## src/rtl/serial_pattern_tx.sv

```systemverilog
// Serial pattern transmitter: latches a bit pattern and shifts it out MSB-first,
// one bit per clock, with optional repetitions separated by idle gap cycles.
//
// state | meaning
// IDLE  | waiting for start with a non-zero pattern length
// SHIFT | presenting pattern bits, current index held in r_idx
// GAP   | idle cycles between repetitions, data_valid low
module serial_pattern_tx #(
  parameter int PAT_W      = 16,
  parameter int CNT_W      = 8,
  parameter int GAP_CYCLES = 2,
  parameter int LEN_W      = ($clog2(PAT_W + 1) < 1) ? 1 : $clog2(PAT_W + 1)
) (
  input  logic             i_clk,
  input  logic             i_rst,
  input  logic             i_start,
  input  logic [PAT_W-1:0] i_pattern,
  input  logic [LEN_W-1:0] i_pat_len,
  input  logic [CNT_W-1:0] i_repeat_cnt,
  input  logic             i_abort,
  output logic             o_data_out,
  output logic             o_data_valid,
  output logic             o_busy,
  output logic             o_done
);

  localparam int IDX_W = ($clog2(PAT_W) < 1) ? 1 : $clog2(PAT_W);
  localparam int GAP_W = ($clog2(GAP_CYCLES + 1) < 1) ? 1 : $clog2(GAP_CYCLES + 1);
  // Gap counter counts down to zero, so it is loaded one short of the gap length.
  localparam logic [GAP_W-1:0] GAP_LOAD = (GAP_CYCLES > 0) ? GAP_W'(GAP_CYCLES - 1) : '0;

  typedef enum logic [1:0] {
    S_IDLE  = 2'd0,
    S_SHIFT = 2'd1,
    S_GAP   = 2'd2
  } state_t;

  state_t           r_state;
  logic [PAT_W-1:0] r_pat;
  logic [IDX_W-1:0] r_last_idx;
  logic [IDX_W-1:0] r_idx;
  logic [CNT_W-1:0] r_rep;
  logic [GAP_W-1:0] r_gap;
  logic             r_data_out;
  logic             r_data_valid;
  logic             r_busy;
  logic             r_done;

  logic [IDX_W-1:0] w_last_idx;
  logic             w_start_ok;

  // Clamp the requested length to the pattern width and convert it to the MSB index.
  always_comb begin
    w_last_idx = '0;
    if (i_pat_len > LEN_W'(PAT_W)) begin
      w_last_idx = IDX_W'(PAT_W - 1);
    end else begin
      w_last_idx = IDX_W'(i_pat_len - LEN_W'(1));
    end
  end

  assign w_start_ok = i_start && (i_pat_len != '0);

  // Transfer sequencing with all outputs registered alongside the state.
  always_ff @(posedge i_clk) begin
    if (i_rst) begin
      r_state      <= S_IDLE;
      r_pat        <= '0;
      r_last_idx   <= '0;
      r_idx        <= '0;
      r_rep        <= '0;
      r_gap        <= '0;
      r_data_out   <= 1'b0;
      r_data_valid <= 1'b0;
      r_busy       <= 1'b0;
      r_done       <= 1'b0;
    end else begin
      r_done <= 1'b0;
      case (r_state)
        S_IDLE: begin
          r_data_out   <= 1'b0;
          r_data_valid <= 1'b0;
          r_busy       <= 1'b0;
          if (w_start_ok) begin
            r_state      <= S_SHIFT;
            r_pat        <= i_pattern;
            r_last_idx   <= w_last_idx;
            r_idx        <= w_last_idx;
            r_rep        <= i_repeat_cnt;
            r_data_out   <= i_pattern[w_last_idx];
            r_data_valid <= 1'b1;
            r_busy       <= 1'b1;
          end
        end
        S_SHIFT: begin
          if (i_abort) begin
            r_state      <= S_IDLE;
            r_data_out   <= 1'b0;
            r_data_valid <= 1'b0;
            r_busy       <= 1'b0;
          end else if (r_idx != '0) begin
            r_idx      <= r_idx - IDX_W'(1);
            r_data_out <= r_pat[r_idx - IDX_W'(1)];
          end else if (r_rep != '0) begin
            r_rep <= r_rep - CNT_W'(1);
            if (GAP_CYCLES == 0) begin
              r_idx      <= r_last_idx;
              r_data_out <= r_pat[r_last_idx];
            end else begin
              r_state      <= S_GAP;
              r_gap        <= GAP_LOAD;
              r_data_out   <= 1'b0;
              r_data_valid <= 1'b0;
            end
          end else begin
            r_state      <= S_IDLE;
            r_data_out   <= 1'b0;
            r_data_valid <= 1'b0;
            r_busy       <= 1'b0;
            r_done       <= 1'b1;
          end
        end
        S_GAP: begin
          if (i_abort) begin
            r_state      <= S_IDLE;
            r_data_out   <= 1'b0;
            r_data_valid <= 1'b0;
            r_busy       <= 1'b0;
          end else if (r_gap == '0) begin
            r_state      <= S_SHIFT;
            r_idx        <= r_last_idx;
            r_data_out   <= r_pat[r_last_idx];
            r_data_valid <= 1'b1;
          end else begin
            r_gap <= r_gap - GAP_W'(1);
          end
        end
        default: begin
          r_state      <= S_IDLE;
          r_data_out   <= 1'b0;
          r_data_valid <= 1'b0;
          r_busy       <= 1'b0;
        end
      endcase
    end
  end

  assign o_data_out   = r_data_out;
  assign o_data_valid = r_data_valid;
  assign o_busy       = r_busy;
  assign o_done       = r_done;

endmodule

```

## config.mk

```make
export PLATFORM = sky130hd
export DESIGN_NAME = serial_pattern_tx
export DESIGN_NICKNAME = d
export VERILOG_FILES = /design/src/rtl/serial_pattern_tx.sv
export SDC_FILE = /design/constraint.sdc
export NUM_CORES = 1
export LEC_CHECK = 0
export CORE_AREA = 2 2 87 106
export DETAILED_ROUTE_END_ITERATION = 12
export DIE_AREA = 0 0 89 108
export MAX_ROUTING_LAYER = met4
export PLACE_DENSITY_LB_ADDON = 0.08
export SYNTH_ARGS = -nofsm -noshare
export SYNTH_HDL_FRONTEND = slang
export SYNTH_SLANG_ARGS = --single-unit
```

## constraint.sdc

```tcl
create_clock -name i_clk -period 2.33 [get_ports i_clk]
set_input_delay 0.466 -clock i_clk [delete_from_list [all_inputs] [get_ports i_clk]]
set_output_delay 0.466 -clock i_clk [all_outputs]
set_load 0.1 [all_outputs]
```

==> results of run 1 <==
cells by family (layout without fill, tap and decap cells):
kind of cell,count (synthesis),in the layout,share of synthesized area
buf+inv,32,92,0.0563
mux,25,25,0.137
simple gates,118,118,0.215
fa+ha+maj,10,10,0.0498
compound gates,85,85,0.213
flops,40,40,0.319
xor+xnor,3,3,0.0105
layer usage:
| layer | GRT usage | vias up |
|---|---|---|
| met5 | - | - |
| met2 | 0.296 | 47 |
| met1 | 0.196 | 1119 |
| met3 | 0.0275 | 5 |
| met4 | 0.0384 | 0 |
| li1 | - | 1219 |
synth_stat cells (2+ instances only):
cell,number,area [um^2]
nand2_1,55,206
a21oi_1,40,200
dfxtp_1,40,801
nor2_1,27,101
mux2i_1,16,160
inv_1,15,56.3
o21ai_0,15,75.1
clkbuf_1,11,41.3
ha_1,10,125
a211oi_1,7,52.6
mux4_2,7,158
nor3_1,7,35.0
nand3_1,5,25.0
a211o_1,4,35.0
a221oi_1,4,35.0
nand2b_1,4,25.0
nor2b_1,4,25.0
buf_2,3,15.0
o21ai_1,3,15.0
xor2_1,3,26.3
and2_1,2,12.5
o2bb2ai_1,2,17.5
state kept, by name, indices dropped and copies added, names as in the netlist:
register	cells
r_last_idx	4
o_busy	1
o_done	1
o_data_valid	1
r_state	2
r_idx	4
o_data_out	1
r_gap	2
r_pat	16
r_rep	8
power breakdown:
part           leakage (nW)  switching, mW  internal (mW)
clock                0.0510          0.259          0.237
sequential            0.329          0.136          0.832
combinational         0.927          0.929          0.745
critical path, cell delays in order (launching register included):
cell and delay (ns):
dfxtp_1 0.37, inv_1 0.10, ha_1 0.20, nor2b_1 0.13, a311o_1 0.40, a2bb2oi_2 0.18, or2_1 0.24, buf_4 0.16
o21ai_0 0.17, a21oi_1 0.08
how the worst max path moves through the flow:
stage | from | to | cells after the start
6_report | r_rep[0] | r_rep[4] | 9
3_3_place_gp | i_pat_len[0] | o_data_out | 9
5_1_grt | r_rep[0] | r_rep[7] | 9
4_1_cts | i_pat_len[0] | o_data_out | 9
2_1_floorplan | i_pat_len[0] | o_data_out | 8
3_5_place_dp | i_pat_len[0] | o_data_out | 9
stage by stage:
step                      setup WS, ns  utilization  std cells
after global routing            0.0491        0.388        490
final                            0.179        0.388        490
after global placement          -0.333        0.374        481
after detailed placement        -0.363        0.374        481
after floorplan                  0.188            -        313
after CTS                       0.0174        0.385        489
layout make-up:
cell class	count	area (um^2)	share of cell area
Inverter	16	60.1	0.0182
Tap cell	117	146	0.0443
Clock buffer	6	82.6	0.0250
Multi-Input combinational cell	241	1580	0.479
Timing Repair Buffer	68	624	0.189
Sequential cell	40	801	0.242
Clock inverter	2	10.0	0.00303
what timing repair did:
| action | CTS | global route |
|---|---|---|
| setup endpoints to repair | 6 | 9 |
| pin swaps | 1 | 1 |
| endpoints found under the hold margin | 0 | 0 |
| setup buffers | 0 | 1 |
| resized for setup | 2 | 8 |
| hold buffers | 0 | 0 |
==> results.ini, run 1 <==
[die]
dieArea_um2=9610
row_count=37
coreArea_um2=8520
fp.dieH_um=108
initial_core_util=0.295
dieWidth_um=89
io-pin-count=37

[setup_path]
crit_fanout=5
regToRegStartpoint=r_rep[0]
cp.required_ns=2.52
critPathKind=reg -> reg
cp.arrival_ns=2.34
reg2reg_depth=9
regToRegSetupSlack_ns=0.18
worstSetupStartpointType=flop
critPathCaptureType=flop
r2r-end=r_rep[4]

[timing]
hold_viol=0
setup_viol_count_final=0
relSlewSlack=0.697
setup_tns_ns=0
skew_ns=0.00853
tightest_slew_ns=0.451
hold_slack_ns=0.477
post-route-period-util=0.923
fin_crit_ns=2.15
rsz0062_at_grt=false
maxSlewViolCount=0
fmax_mhz=465

[route]
antenna_left=0
met1_length_um=3030
wl_met3_um=243
route.top_layer_used=met4
dr_total_vias=2390
drc=0
dr.pass1.iters=4
routed_wl_um=7130
drt_iter0_drc=91
viasPerCell=4.88
route.met2.wl_um=3780
routedWlPerCell_um=14.6

[logic_synthesis]
yosysWarnings=0
ys_ff_latch=40
synth_edf_count=0
synthDistinctLibCells=51
avgSynthCellArea_um2=8.03
syn_nets=356
yosys_most_used_dff=dfxtp_1
async_reset_ff_frac=0
synthCells=313
synth_area_um2=2510
yosysSeqAreaShare=0.319

[global_routing]
grt_antenna_before_repair=0
first_global_vias=2400
grt_max_degree=41
grt_pass1_wl_um=12000
grt_usage=0.167
overflow=0

[job]
drv_cap=0

[pwr]
p_total_mw=3.14
p_leak_nw=1.31
power_density_nw_per_um2=948
irDropWorstVdd_uv=324

[clock_network]
cts_tree=built
clk_latency_ns=0.30
clk_path_buf_depth=2
root_buffer=clkbuf_8
cts_num_sinks=40
htree_levels=2
cts_buffers=5
clkTransAtPathRegs_ns=0.09

[place]
place_area_um2=3190
dp.final_hpwl_um=5470
gp_congestion=0.818
port_buffers=36

[hold_path]
hold_path_class=reg -> reg
whs_endpoint=r_pat[1]
min_from=r_pat[1]
hold_depth=2

[status]
status=finished, final reports clean

[cells_and_area]
final_common_cell=nand2_1
drive_gt1_frac=0.174
fin_area_um2=3310
final_cell_mix=nand2_1 (55), a21oi_1 (40), dfxtp_1 (40)
fillCellCount=924
nets=415
area_growth_pct=31.7
diodes=0

No activity file was read; power rests on OpenSTA's default activity.
==> run 2: changes to the inputs <==
- SLEW_MARGIN: default -> 5
==> results of run 2 <==
Same layout as run 1: the final DEF is identical, and so are final timing and power.
==> run 3: changes to the inputs <==
- CORE_AREA: 2 2 87 106 -> 2 2 66 80
- DIE_AREA: 0 0 89 108 -> 0 0 68 82
- TNS_END_PERCENT: default -> 50
==> run 3 against run 2 <==
Net effect:
- utilization is 27 points higher
- sequential share of layout area is 0.91 points higher
- hold slack got worse by 0.0021 ns
- non-clock buffer count fell by 3
- global-route usage increased by 10 points
- final area decreased by 3.6%
- clock skew is essentially flat
- register-to-register slack gained 0.02 ns
- via count rose by 3.6%
- combinational power shrank 4%
- sequential cell count stayed put
==> results.ini, run 3 (synthesis results as in run 1) <==
[clock_network]
clk_path_buf_depth=2  ; unchanged
clk_latency_ns=0.29  ; was 0.30 ns
cts_buffers=5  ; unchanged
htree_levels=2  ; unchanged
cts_num_sinks=40  ; unchanged
post_cts_buffers=0  ; unchanged
cts_tree=built  ; unchanged
root_buffer=clkbuf_8  ; unchanged
clkTransAtPathRegs_ns=0.07  ; was 0.09 ns
cts_hold_buf=0  ; unchanged

[cells_and_area]
largestRegisters=r_pat (16), r_rep (8)  ; unchanged
area_growth_pct=26.9  ; was 31.7%
final_cell_mix=nand2_1 (55), a21oi_1 (40), dfxtp_1 (40)  ; unchanged
nets=412  ; was 415
largest_reg_flops=16  ; unchanged
drive_gt1_frac=0.157  ; was 0.174
top_register=r_pat  ; unchanged
fin_util=0.659  ; was 0.388
diodes=0  ; unchanged
fillCellCount=443  ; was 924
final_common_cell=nand2_1  ; unchanged
fin_area_um2=3190  ; was 3310 um^2

[timing]
setup_tns_ns=0  ; unchanged
setup_viol_count_final=0  ; unchanged
tightest_slew_ns=0.453  ; was 0.451 ns
post-route-period-util=0.965  ; was 0.923
fmax_mhz=445  ; was 465 MHz
maxSlewViolCount=0  ; unchanged
skew_ns=0.00850  ; was 0.00853 ns
relSlewSlack=0.697  ; about the same
rsz0062_at_grt=false  ; unchanged
hold_viol=0  ; unchanged
final.setup.worst_slack_ns=0.0824  ; was 0.179 ns
fin_crit_ns=2.25  ; was 2.15 ns

[global_routing]
grt_usage=0.269  ; was 0.167
grt_pass1_wl_um=11000  ; was 12000 um
overflow=0  ; unchanged
grt_antenna_before_repair=0  ; unchanged
grt_max_degree=25  ; was 41
first_global_vias=2413  ; was 2400

[route]
drc=0  ; unchanged
dr_total_vias=2475  ; was 2390
routedWlPerCell_um=15.4  ; was 14.6 um
viasPerCell=5.76  ; was 4.88
dr.pass1.iters=4  ; unchanged
antenna_left=0  ; unchanged
drt_iter0_drc=181  ; was 91
routed_wl_um=6610  ; was 7130 um

[job]
drv_cap=0  ; unchanged

[pwr]
irDropWorstVdd_uv=460  ; was 324 uV
p_leak_nw=1.26  ; was 1.31 nW
p_total_mw=3.07  ; was 3.14 mW
power_density_nw_per_um2=962  ; was 948 nW/um^2

[setup_path]
regToRegStartpoint=r_rep[0]  ; unchanged
reg2reg_depth=9  ; unchanged
regToRegSetupSlack_ns=0.20  ; was 0.18 ns
crit_fanout=3  ; was 5
worstSetupStartpointType=input pin  ; was flop
critPathCaptureType=flop  ; unchanged
r2r-end=r_rep[5]  ; was r_rep[4]
cp.required_ns=2.50  ; was 2.52 ns
cp.arrival_ns=2.42  ; was 2.34 ns
critPathKind=in -> reg  ; was reg -> reg
startpoint=i_pat_len[0]  ; was r_rep[0]
crit_path_end=o_data_out  ; was r_rep[4]

[hold_path]
hold_path_class=reg -> reg  ; unchanged

[die]
dieArea_um2=5580  ; was 9610 um^2
dieWidth_um=68  ; was 89 um
io-pin-count=37  ; unchanged
coreArea_um2=4830  ; was 8520 um^2
fp.dieH_um=82  ; was 108 um
initial_core_util=0.520  ; was 0.295
row_count=28  ; was 37

[place]
gp_congestion=0.879  ; was 0.818
place_area_um2=3090  ; was 3190 um^2
port_buffers=36  ; unchanged
dp.final_hpwl_um=5150  ; was 5470 um
dp_worst_setup_slack_ns=-0.246  ; was -0.363 ns

[status]
status=finished, final reports clean  ; unchanged

==> run 3: changes by cell type in the layout (fill, tap and decap cells not counted), moves of 2 or more <==
cell,before,now
clkinv_2,2,0
clkbuf_1,0,2
dlymetal6s2s_1,2,0
clkdlybuf4s50_1,30,32
==> run 3: area by class of cell <==
class | count | area, um^2 | area share
Clock buffer | 8 | 90.1 | 0.0283
Multi-Input combinational cell | 241 | 1580 | 0.496
Tap cell | 60 | 75.1 | 0.0235
Sequential cell | 40 | 801 | 0.251
Inverter | 16 | 60.1 | 0.0188
Timing Repair Buffer | 65 | 581 | 0.182
==> run 3: worst max-delay path: stages <==
cell             delay, ns
clkdlybuf4s50_1       0.42
inv_1                 0.08
ha_1                  0.17
or3b_4                0.41
a21boi_4              0.18
mux2_2                0.35
o21ai_0               0.15
a211o_1               0.15
a31oi_1               0.06
==> run 3: worst min path at each step <==
stage | endpoint | cells past startpoint | startpoint
floorplan | r_pat[5] | 2 | r_pat[5]
global placement | r_pat[6] | 2 | r_pat[6]
detailed placement | r_pat[6] | 2 | r_pat[6]
CTS | r_pat[6] | 2 | r_pat[6]
global route | r_pat[1] | 2 | r_pat[1]
finish | r_pat[1] | 2 | r_pat[1]
==> run 3: layer usage <==
layer,wire length [um],up-vias,GRT usage
met2,3560,59,0.492
li1,-,1219,-
met5,0,-,-
met4,227,0,0.106
met3,249,17,0.0411
met1,2580,1180,0.284
==> run 3: through the flow <==
stage	std cells	hold WS (ns)
5_1_grt	430	0.500
6_report	430	0.475
2_1_floorplan	313	0.443
3_5_place_dp	422	0.466
3_3_place_gp	422	0.456
4_1_cts	430	0.477
==> run 3: timing repair <==
action,CTS,global route
endpoints found under the hold margin,0,0
resized for setup,0,2
endpoints found under the setup margin,0,12
==> run 3: power breakdown <==
group	leakage, nW	internal, mW	switching [mW]
combinational	0.885	0.696	0.911
sequential	0.329	0.832	0.142
clock	0.0455	0.242	0.244
